`config.mk`:
```
export PLATFORM = sky130hd
export DESIGN_NAME = pipe_alu_core
export DESIGN_NICKNAME = d
export VERILOG_FILES = /design/src/rtl/pipe_alu_pkg.sv /design/src/rtl/pipe_alu_exec.sv /design/src/rtl/pipe_alu_core.sv
export SDC_FILE = /design/constraint.sdc
export NUM_CORES = 2
export LEC_CHECK = 0
export BUFFER_PORTS_ARGS = -buffer_cell sky130_fd_sc_hd__buf_2
export CAP_MARGIN = 20
export CORE_MARGIN = 1.5
export CORE_UTILIZATION = 45
export CTS_CLUSTER_SIZE = 14
export DETAILED_ROUTE_END_ITERATION = 16
export GPL_TIMING_DRIVEN = 1
export PLACE_DENSITY_LB_ADDON = 0.08
export RECOVER_POWER = 50
export SKIP_CTS_REPAIR_TIMING = 1
export SYNTH_ARGS = -nofsm -noshare
export SYNTH_HDL_FRONTEND = slang
export SYNTH_SLANG_ARGS = --single-unit
export TNS_END_PERCENT = 50
```
`constraint.sdc`:
```
create_clock -name clk -period 11.26 [get_ports clk]
set_input_delay 0.563 -clock clk [delete_from_list [all_inputs] [get_ports clk]]
set_output_delay 0.563 -clock clk [all_outputs]
set_load 0.01 [all_outputs]
```
`src/rtl/pipe_alu_pkg.sv`:
```
// pipe_alu_pkg: opcodes, flag bit positions and the width-generic ALU function alu_eval(func, a, b, imm, dw) -> {result, flags, illegal}
package pipe_alu_pkg;
  localparam logic [3:0] OP_ADD = 4'd0;
  localparam logic [3:0] OP_SUB = 4'd1;
  localparam logic [3:0] OP_MUL = 4'd2;
  localparam logic [3:0] OP_PASSA = 4'd3;
  localparam logic [3:0] OP_PASSB = 4'd4;
  localparam logic [3:0] OP_AND = 4'd5;
  localparam logic [3:0] OP_OR = 4'd6;
  localparam logic [3:0] OP_XOR = 4'd7;
  localparam logic [3:0] OP_NEGA = 4'd8;
  localparam logic [3:0] OP_NEGB = 4'd9;
  localparam logic [3:0] OP_SRL = 4'd10;
  localparam logic [3:0] OP_SLL = 4'd11;
  localparam logic [3:0] OP_LDI = 4'd12;
  localparam int FL_C = 3;
  localparam int FL_V = 2;
  localparam int FL_N = 1;
  localparam int FL_Z = 0;
  localparam int MAXW = 64;
  typedef logic [MAXW-1:0] word_t;
  typedef struct packed {
    word_t result;
    logic [3:0] flags;
    logic illegal;
  } alu_out_t;
  function automatic alu_out_t alu_eval(input logic [3:0] func, input word_t a, input word_t b, input word_t imm, input int dw);
    word_t m, am, bm, r;
    logic [MAXW:0] s;
    logic c, v, sa, sb, sr, il;
    alu_out_t o;
    m = (dw >= MAXW) ? '1 : (word_t'(1) << dw) - word_t'(1);
    am = a & m;
    bm = b & m;
    s = '0;
    r = '0;
    c = 1'b0;
    il = 1'b0;
    sa = |(am & (word_t'(1) << (dw - 1)));
    sb = |(bm & (word_t'(1) << (dw - 1)));
    case (func)
      OP_ADD: begin
        s = {1'b0, am} + {1'b0, bm};
        r = s[MAXW-1:0];
        c = |(s >> dw);
      end
      OP_SUB: begin
        r = am - bm;
        c = am < bm;
      end
      OP_MUL: r = am * bm;
      OP_PASSA: r = am;
      OP_PASSB: r = bm;
      OP_AND: r = am & bm;
      OP_OR: r = am | bm;
      OP_XOR: r = am ^ bm;
      OP_NEGA: r = -am;
      OP_NEGB: r = -bm;
      OP_SRL: begin
        r = am >> 1;
        c = am[0];
      end
      OP_SLL: begin
        r = am << 1;
        c = sa;
      end
      OP_LDI: r = imm;
      default: il = 1'b1;
    endcase
    r = r & m;
    sr = |(r & (word_t'(1) << (dw - 1)));
    v = (func == OP_ADD) ? (sa == sb && sr != sa) :
        (func == OP_SUB) ? (sa != sb && sr != sa) :
        (func == OP_NEGA) ? (sa && sr) :
        (func == OP_NEGB) ? (sb && sr) : 1'b0;
    o.result = r;
    o.flags = '0;
    o.flags[FL_C] = c;
    o.flags[FL_V] = v;
    o.flags[FL_N] = sr;
    o.flags[FL_Z] = (r == '0);
    o.illegal = il;
    return o;
  endfunction
endpackage

```
`src/rtl/pipe_alu_exec.sv`:
```
// pipe_alu_exec: combinational DW-bit ALU; in func/a/b/imm, out y/flags {C,V,N,Z}/illegal
module pipe_alu_exec
  import pipe_alu_pkg::*;
#(
  parameter int DW = 16
) (
  input  logic [3:0]    func,
  input  logic [DW-1:0] a,
  input  logic [DW-1:0] b,
  input  logic [DW-1:0] imm,
  output logic [DW-1:0] y,
  output logic [3:0]    flags,
  output logic          illegal
);
  alu_out_t o;
  assign o = alu_eval(func, word_t'(a), word_t'(b), word_t'(imm), DW);
  assign y = DW'(o.result);
  assign flags = o.flags;
  assign illegal = o.illegal;
endmodule

```
`src/rtl/pipe_alu_core.sv`:
```
// pipe_alu_core: 4-stage forwarding ALU pipeline; in clk/rst/in_valid/stall/rs1/rs2/rd/func/addr/wr_reg/wr_mem/dbg addrs, out in_ready/z_out/z_valid/flags/err/dbg data
module pipe_alu_core
  import pipe_alu_pkg::*;
#(
  parameter int DW = 16,
  parameter int RW = 4,
  parameter int AW = 8
) (
  input  logic          clk,
  input  logic          rst,
  input  logic          in_valid,
  output logic          in_ready,
  input  logic          stall,
  input  logic [RW-1:0] rs1,
  input  logic [RW-1:0] rs2,
  input  logic [RW-1:0] rd,
  input  logic [3:0]    func,
  input  logic [AW-1:0] addr,
  input  logic          wr_reg,
  input  logic          wr_mem,
  output logic [DW-1:0] z_out,
  output logic          z_valid,
  output logic [3:0]    flags,
  output logic          err,
  input  logic [RW-1:0] dbg_reg_addr,
  output logic [DW-1:0] dbg_reg_data,
  input  logic [AW-1:0] dbg_mem_addr,
  output logic [DW-1:0] dbg_mem_data
);
  typedef struct packed {
    logic v;
    logic [RW-1:0] rs1;
    logic [RW-1:0] rs2;
    logic [RW-1:0] rd;
    logic [3:0] func;
    logic [AW-1:0] addr;
    logic wr_reg;
    logic wr_mem;
    logic [DW-1:0] a;
    logic [DW-1:0] b;
  } s1_t;
  typedef struct packed {
    logic v;
    logic ill;
    logic wr;
    logic wm;
    logic [RW-1:0] rd;
    logic [AW-1:0] addr;
    logic [DW-1:0] res;
    logic [3:0] fl;
  } st_t;
  s1_t s1;
  st_t s2, s3, s2_n;
  logic [DW-1:0] rf [2**RW];
  logic [DW-1:0] mem [2**AW];
  logic [DW-1:0] op_a, op_b, y;
  logic [3:0] fl;
  logic ill, wb, s4_wm;
  logic [AW-1:0] s4_addr;
  assign in_ready = !stall;
  assign wb = s3.v && s3.wr;
  assign op_a = (s2.v && s2.wr && s2.rd == s1.rs1) ? s2.res : (s3.v && s3.wr && s3.rd == s1.rs1) ? s3.res : s1.a;
  assign op_b = (s2.v && s2.wr && s2.rd == s1.rs2) ? s2.res : (s3.v && s3.wr && s3.rd == s1.rs2) ? s3.res : s1.b;
  pipe_alu_exec #(.DW(DW)) u_exec (
    .func(s1.func),
    .a(op_a),
    .b(op_b),
    .imm(DW'(s1.addr)),
    .y(y),
    .flags(fl),
    .illegal(ill)
  );
  always_comb s2_n = '{v: s1.v, ill: ill, wr: s1.wr_reg && !ill, wm: s1.wr_mem && !ill, rd: s1.rd, addr: s1.addr, res: y, fl: fl};
  // the capture mux covers the writeback happening on the same edge, so distance 3 needs no forwarding
  always_ff @(posedge clk or posedge rst)
    if (rst) begin
      s1 <= '0;
      s2 <= '0;
      s3 <= '0;
      z_out <= '0;
      flags <= '0;
      err <= 1'b0;
      z_valid <= 1'b0;
      s4_wm <= 1'b0;
      s4_addr <= '0;
      for (int i = 0; i < 2**RW; i++) rf[RW'(i)] <= '0;
    end else if (!stall) begin
      s1 <= '{v: in_valid, rs1: rs1, rs2: rs2, rd: rd, func: func, addr: addr, wr_reg: wr_reg, wr_mem: wr_mem,
              a: (wb && s3.rd == rs1) ? s3.res : rf[rs1], b: (wb && s3.rd == rs2) ? s3.res : rf[rs2]};
      s2 <= s2_n;
      s3 <= s2;
      z_out <= s3.res;
      flags <= s3.fl;
      err <= s3.v && s3.ill;
      z_valid <= s3.v;
      s4_wm <= s3.v && s3.wm;
      s4_addr <= s3.addr;
      if (wb) rf[s3.rd] <= s3.res;
    end
  always_ff @(posedge clk)
    if (!stall && s4_wm) mem[s4_addr] <= z_out;
  assign dbg_reg_data = rf[dbg_reg_addr];
  assign dbg_mem_data = mem[dbg_mem_addr];
endmodule

```
* Word level (Yosys, flattened, before mapping)
Memories as Yosys holds them, arrays and structs flattened.
Index checks and enable logic that the tools add are counted.
** Word-level totals
- Bits in writable memories :: 4096
- Register bits after elaboration :: 418
- Latch bits :: 0
- Output and inout port bits :: 55
- Logic and storage cells :: 142
- Input port bits :: 42
- Memories kept :: 1
- ROM bits :: 0
** Cells by class
- Bitwise gates (word level) :: 9
- Mux-type cells :: 27
- Multipliers :: 1
- Shift operators :: 0
- Order comparisons :: 6
- Eq/ne operators :: 21
- Divide/modulo/power cells :: 0
- Reduce and logical (&&, ||, !) cells :: 25
- Add/sub/neg operators :: 4
** Memories
- mem :: words 256, width 16, rd ports 1, clocked after memory_dff 0, wr ports 1, RTL line pipe_alu_core.sv:55 : logic [DW-1:0] mem [2**AW];
** Operators with widths (number)
- $bwmux 256 :: 1
- $mux 16 :: 13
- $pmux 16 s13 :: 1
- $bmux 16 s4 :: 3
- $demux 16 s4 :: 1
- $logic_not 64->1 :: 1
- $reduce_or 49->1 :: 1
- $neg 16->16 :: 2
- $eq 4x4->1 :: 6
- $eq 4x4->1 const B :: 5
- $ge 5x5->1 const B :: 4
- $not 4->5 :: 4
- $logic_and 1x1->1 :: 18
- $add 16x16->17 :: 1
- $and 16x16->16 :: 1
- $eq 4x3->1 const B :: 4
- $lt 16x16->1 :: 1
- $mul 16x16->16 :: 1
- $or 16x16->16 :: 1
- $sub 16x16->16 :: 1
- $xor 16x16->16 :: 1
- $reduce_or 13->1 :: 1
- $eq 4x2->1 const B :: 2
- $mux 1 :: 7
- other kinds (10) :: 12

* Logic depth before layout (Yosys ltp)
- Word-level depth :: 11
- Gate-level depth with buffers :: 35

* By module
Synthesis repeated with hierarchy kept, for this count alone.
** Second synthesis, totals
- Cells, all modules :: 9635
- Area, all modules :: 187577.4 um^2
** Modules (own cells, without submodules)
- pipe_alu_core :: area an instance 180005.1 um^2, cells an instance 8596, times used 1, seq. area each 134098.6 um^2
- pipe_alu_exec :: area an instance 7572.3 um^2, cells an instance 1039, times used 1, seq. area each 0.0 um^2

* Least setup slack after synthesis
No wires, ideal clock.
- Kind :: input-to-reg
- From :: input port rst
- To :: register rf[0] (netlist name) (enable)
- Path slack :: 2.514 ns
- Data required time :: 10.870 ns
- Arrival :: 8.355 ns
- Path buffers :: 0
- Setup time :: 0.390 ns
- Stages on the path :: 3
- Cells stage by stage :: inv_1 nand3_1 nor2_1
** On the way
- Longest elaborated chain between the ends :: 2
** RTL lines
- start: declaration :: RTL line pipe_alu_core.sv:10 : input logic rst,
- $not 1->1 (no line)
- $reduce_and 3->1 (no line)
- end signal: indexed assignment :: RTL line pipe_alu_core.sv:98 : if (wb) rf[s3.rd] <= s3.res;
- end: declaration :: RTL line pipe_alu_core.sv:54 : logic [DW-1:0] rf [2**RW];
Every way passes these cells.
A chain may end at the register's enable or synchronous reset.

* Final worst setup path
- From :: register z_out[5]
- To :: output port z_out[5]
** RTL lines
- start: declaration :: RTL line pipe_alu_core.sv:21 : output logic [DW-1:0] z_out,
- start signal: assignment :: RTL line pipe_alu_core.sv:92 : z_out <= s3.res;
No word-level cell between the ends.

==> impl_metrics.csv <==
group,metric,value,unit
status,status,"finished with violations",
status,violations,"capacitance limit, slew limit",
synth,ys_ff_latch,4511,
floorplan,die_area,417000,um^2
clock_network,clkTransAtPathRegs,60,ps
sta,worst_pin_slew,9380,ps
synth,synth_area,186000,um^2
global_route,grt_overflow_total,0,
floorplan,die_y,645,um
sta,rsz0062_at_grt,"no",
routing,routed_wl,516000,um
synth,ys.flop_type,"edfxtp_1",
synth,ys_async_sr_fraction,6.36,%
placed_design,port_buffers,96,
global_route,antenna_found_initial,40,
global_route,grt_pass1_wl,727000,um
synth,synth_area_leaders,"edfxtp_1 (68%), mux4_2 (19%), dfrtp_1 (3.9%)",
pwr,swShare,26.3,%
global_route,met3_usage,3.67,%
routing,vias,91008,
global_route,grtUsageMet2,40.2,%
routing,drtPass1Iterations,9,
worst_setup_path,start_kind,"register",
synth,ys_warn_count,0,
sta,min_period,9370,ps
synth,avgSynthCellArea,21.8,um^2
synth,yosysTopAreaCell,"edfxtp_1",
global_route,grt.busiest_layer,"met2",
clock_network,cts_max_level,5,
routing,drc,0,
pwr,vdd_drop_max,149,uV
layout,fin_nets,9218,
worst_setup_path,cp.arrival,8810,ps
clock_network,cts_tree,"done",
pwr,p_sw,11.0,mW
layout,drive_above_1_share,32.5,%
floorplan,core,410000,um^2
global_route,grt_max_degree,188,
layout,multi_input_area,49300,um^2
sta,period_share,83.2,%
clock_network,numCtsBuffers,469,
min_path,min_path_cells,3,
synth,ys_types,90,
pwr,powerDensity,199,nW/um^2
run,maxCapViolCount,80,
pwr,sequentialPowerShare,51.0,%
floorplan,die_w,645,um
min_path,hold_path.startpoint,"rs1[2]",
floorplan,row_count,235,
pwr,clkPwrFrac,36.5,%
worst_setup_path,cp.required,10700,ps
sta,fin_ws,1890,ps
pwr,p_int,30.8,mW
routing,ant_nets,0,
placed_design,place_area,195000,um^2
worst_setup_path,crit_fanout,118,
floorplan,initial_utilization,45.3,%
sta,hold_viol_final,0,
worst_setup_path,rr_worst_depth,1,
worst_setup_path,reg2reg_to,"mem[42][0]$_DFFE_PP_",
routing,wl_per_cell,34.7,um
sta,fmax,107,MHz
placed_design,dp_hpwl,311000,um
sta,setup_viol,0,
layout,areaGrowthSynthToFinish,12.9,%
floorplan,ios,97,
routing,via_per_inst,6.12,
sta,slew_headroom,-526,%
worst_setup_path,critPathKind,"register to primary output",
global_route,grt_pass1_vias,93000,
sta,tns,0,ps
worst_setup_path,end_kind,"primary output",
min_path,min_to,"s1[56]$_DFFE_PP0N_",
sta,report.final.slew_viol_count,4474,
synth,yosysSeqAreaShare,72.2,%
synth,syn_inst,8531,
synth,synth_edf_count,4224,
layout,stdcell_area,210000,um^2
worst_setup_path,rrSetupSlack,1890,ps
clock_network,cts_max_path_buffers,4,
layout,seqCellArea,134000,um^2
sta,skew,73.1,ps
synth,synth_top_area_share,68.3,%
layout,fillerInstances,32353,
global_route,track_usage,24.7,%
clock_network,clock-root-buffer,"clkbuf_16",
pwr,combPwrFrac,12.5,%
global_route,globalRouteMet1Util,36.0,%
clock_network,clkLatencyLatePin,1030,ps
clock_network,numClockSinks,4511,
routing,detail_route.iter0.violations,10267,
synth,synthesis.nets,8756,
worst_setup_path,reg2reg_from,"z_out[0]$_DFFE_PP0N_",
placed_design,place_ws,2040,ps
min_path,hp-class,"primary input to register",
pwr,p_leak,68.0,nW
placed_design,place_congestion,0.859,
[flip-flops by register name, indices dropped and copies added (netlist names)]
signal   count
mem       4096
rf         256
s1          59
s2          35
s3          35
z_out       15
s4_addr      8
flags        4
err          1
s4_wm        1
z_valid      1
[power groups by stage]
stage / clock network (mW) / logic (mW) / registers [mW]
after floorplan: 0 / 2.36 / 22.0
after global placement: 0 / 5.18 / 21.3
after detailed placement: 0 / 5.31 / 21.4
after CTS: 15.5 / 5.31 / 21.0
after global routing: 16.1 / 5.59 / 21.4
final: 15.2 / 5.23 / 21.3
[area by class of cell]
cell class	instances	area share (%)
antenna	17	0.0203
tap	5451	3.25
clock inverter	283	1.26
timing repair buffer	523	1.82
multi-input combinational	3312	23.5
clock buffer	588	5.89
inverter	176	0.316
sequential	4511	63.9
[worst max-delay path: stages (launching register included)]
cell      delay, ps
dfrtp_1        2330
clkbuf_1       4440
buf_2           680
[Yosys cell counts, types with 7 or more instances]
cell      instances
nand3_1          75
or3_1            14
mux4_2         1605
and3_1            8
o21ai_0          98
a221oi_1         11
clkbuf_1        361
a222oi_1          7
buf_6             9
o22ai_1          11
buf_4             8
nor2_1          381
a22oi_1          15
xnor2_1          70
inv_2             9
buf_1           141
nand2_1         174
fa_1             81
ha_1            102
a211oi_1          9
nor2b_1          22
a22o_1           13
nand2b_1         12
a31o_2            8
nand4_1          18
o21a_1            7
a21oi_1          39
xor2_1           15
a31oi_1          22
edfxtp_1       4224
mux2i_1          44
inv_1           162
dfrtp_1         287
o21ai_1          11
a21o_1            7
buf_2            13
nor3_1           74
nor4_1            9
mux2_2          228
[layout by cell type (no fill, tap or decap), types with 17 or more instances in the layout]
master / instances
buf_2: 74
edfxtp_1: 4224
diode_2: 17
buf_4: 314
inv_1: 161
mux2i_1: 44
xnor2_1: 70
mux2_2: 223
bufinv_16: 42
clkbuf_16: 472
nor2_2: 85
clkinv_2: 83
ha_1: 102
nand4_1: 18
nand3_1: 71
clkinv_1: 122
dfrtp_1: 286
a31oi_1: 20
nor3_1: 72
nor2b_1: 22
mux4_2: 1605
buf_12: 21
fa_1: 81
nand2_1: 173
clkbuf_1: 188
o21ai_0: 99
a21oi_1: 39
dlygate4sd3_1: 20
nor2_1: 284
[metal layers]
layer / vias up / part of all wire [%]
met5: - / 0.0077
met4: 6 / 2.1
met3: 622 / 6.4
met2: 3200 / 48
met1: 50404 / 43
li1: 36776 / -
[metrics by stage]
stage / std cells / util, % / power [mW] / hold slack, ps
2_1_floorplan: 8531 / - / 24.4 / 444
3_3_place_gp: 13941 / 47.5 / 26.5 / 464
3_5_place_dp: 13943 / 47.5 / 26.7 / 475
4_1_cts: 14814 / 51.1 / 41.9 / -446
5_1_grt: 14846 / 51.1 / 43.1 / 236
6_report: 14861 / 51.1 / 41.8 / 240
[cells by family after synthesis]
group                      share of synthesized area (%)
AOI/OAI and AO/OA                                   1.30
xor gates and xnor gates                           0.434
adders and majority gates                           1.56
buffers and inverters                               1.49
DFF                                                 72.2
muxes                                               21.1
and+or+nand+nor                                     1.95
[worst max path at each step]
stage,end,from,slack [ps],depth (start not counted)
after floorplan,rf[0]$_DFFE_PP_,rst,2510,3
after global placement,s2[2]$_DFFE_PP0N_,s2[31]$_DFFE_PP0N_,2170,30
after detailed placement,s2[2]$_DFFE_PP0N_,s2[31]$_DFFE_PP0N_,2040,30
after CTS,s2[2]$_DFFE_PP0N_,s2[31]$_DFFE_PP0N_,1980,30
after global routing,mem[42][0]$_DFFE_PP_,z_out[0]$_DFFE_PP0N_,1300,1
final,z_out[5],z_out[5]$_DFFE_PP0N_,1890,2
Power figures use the tool's default switching activity.
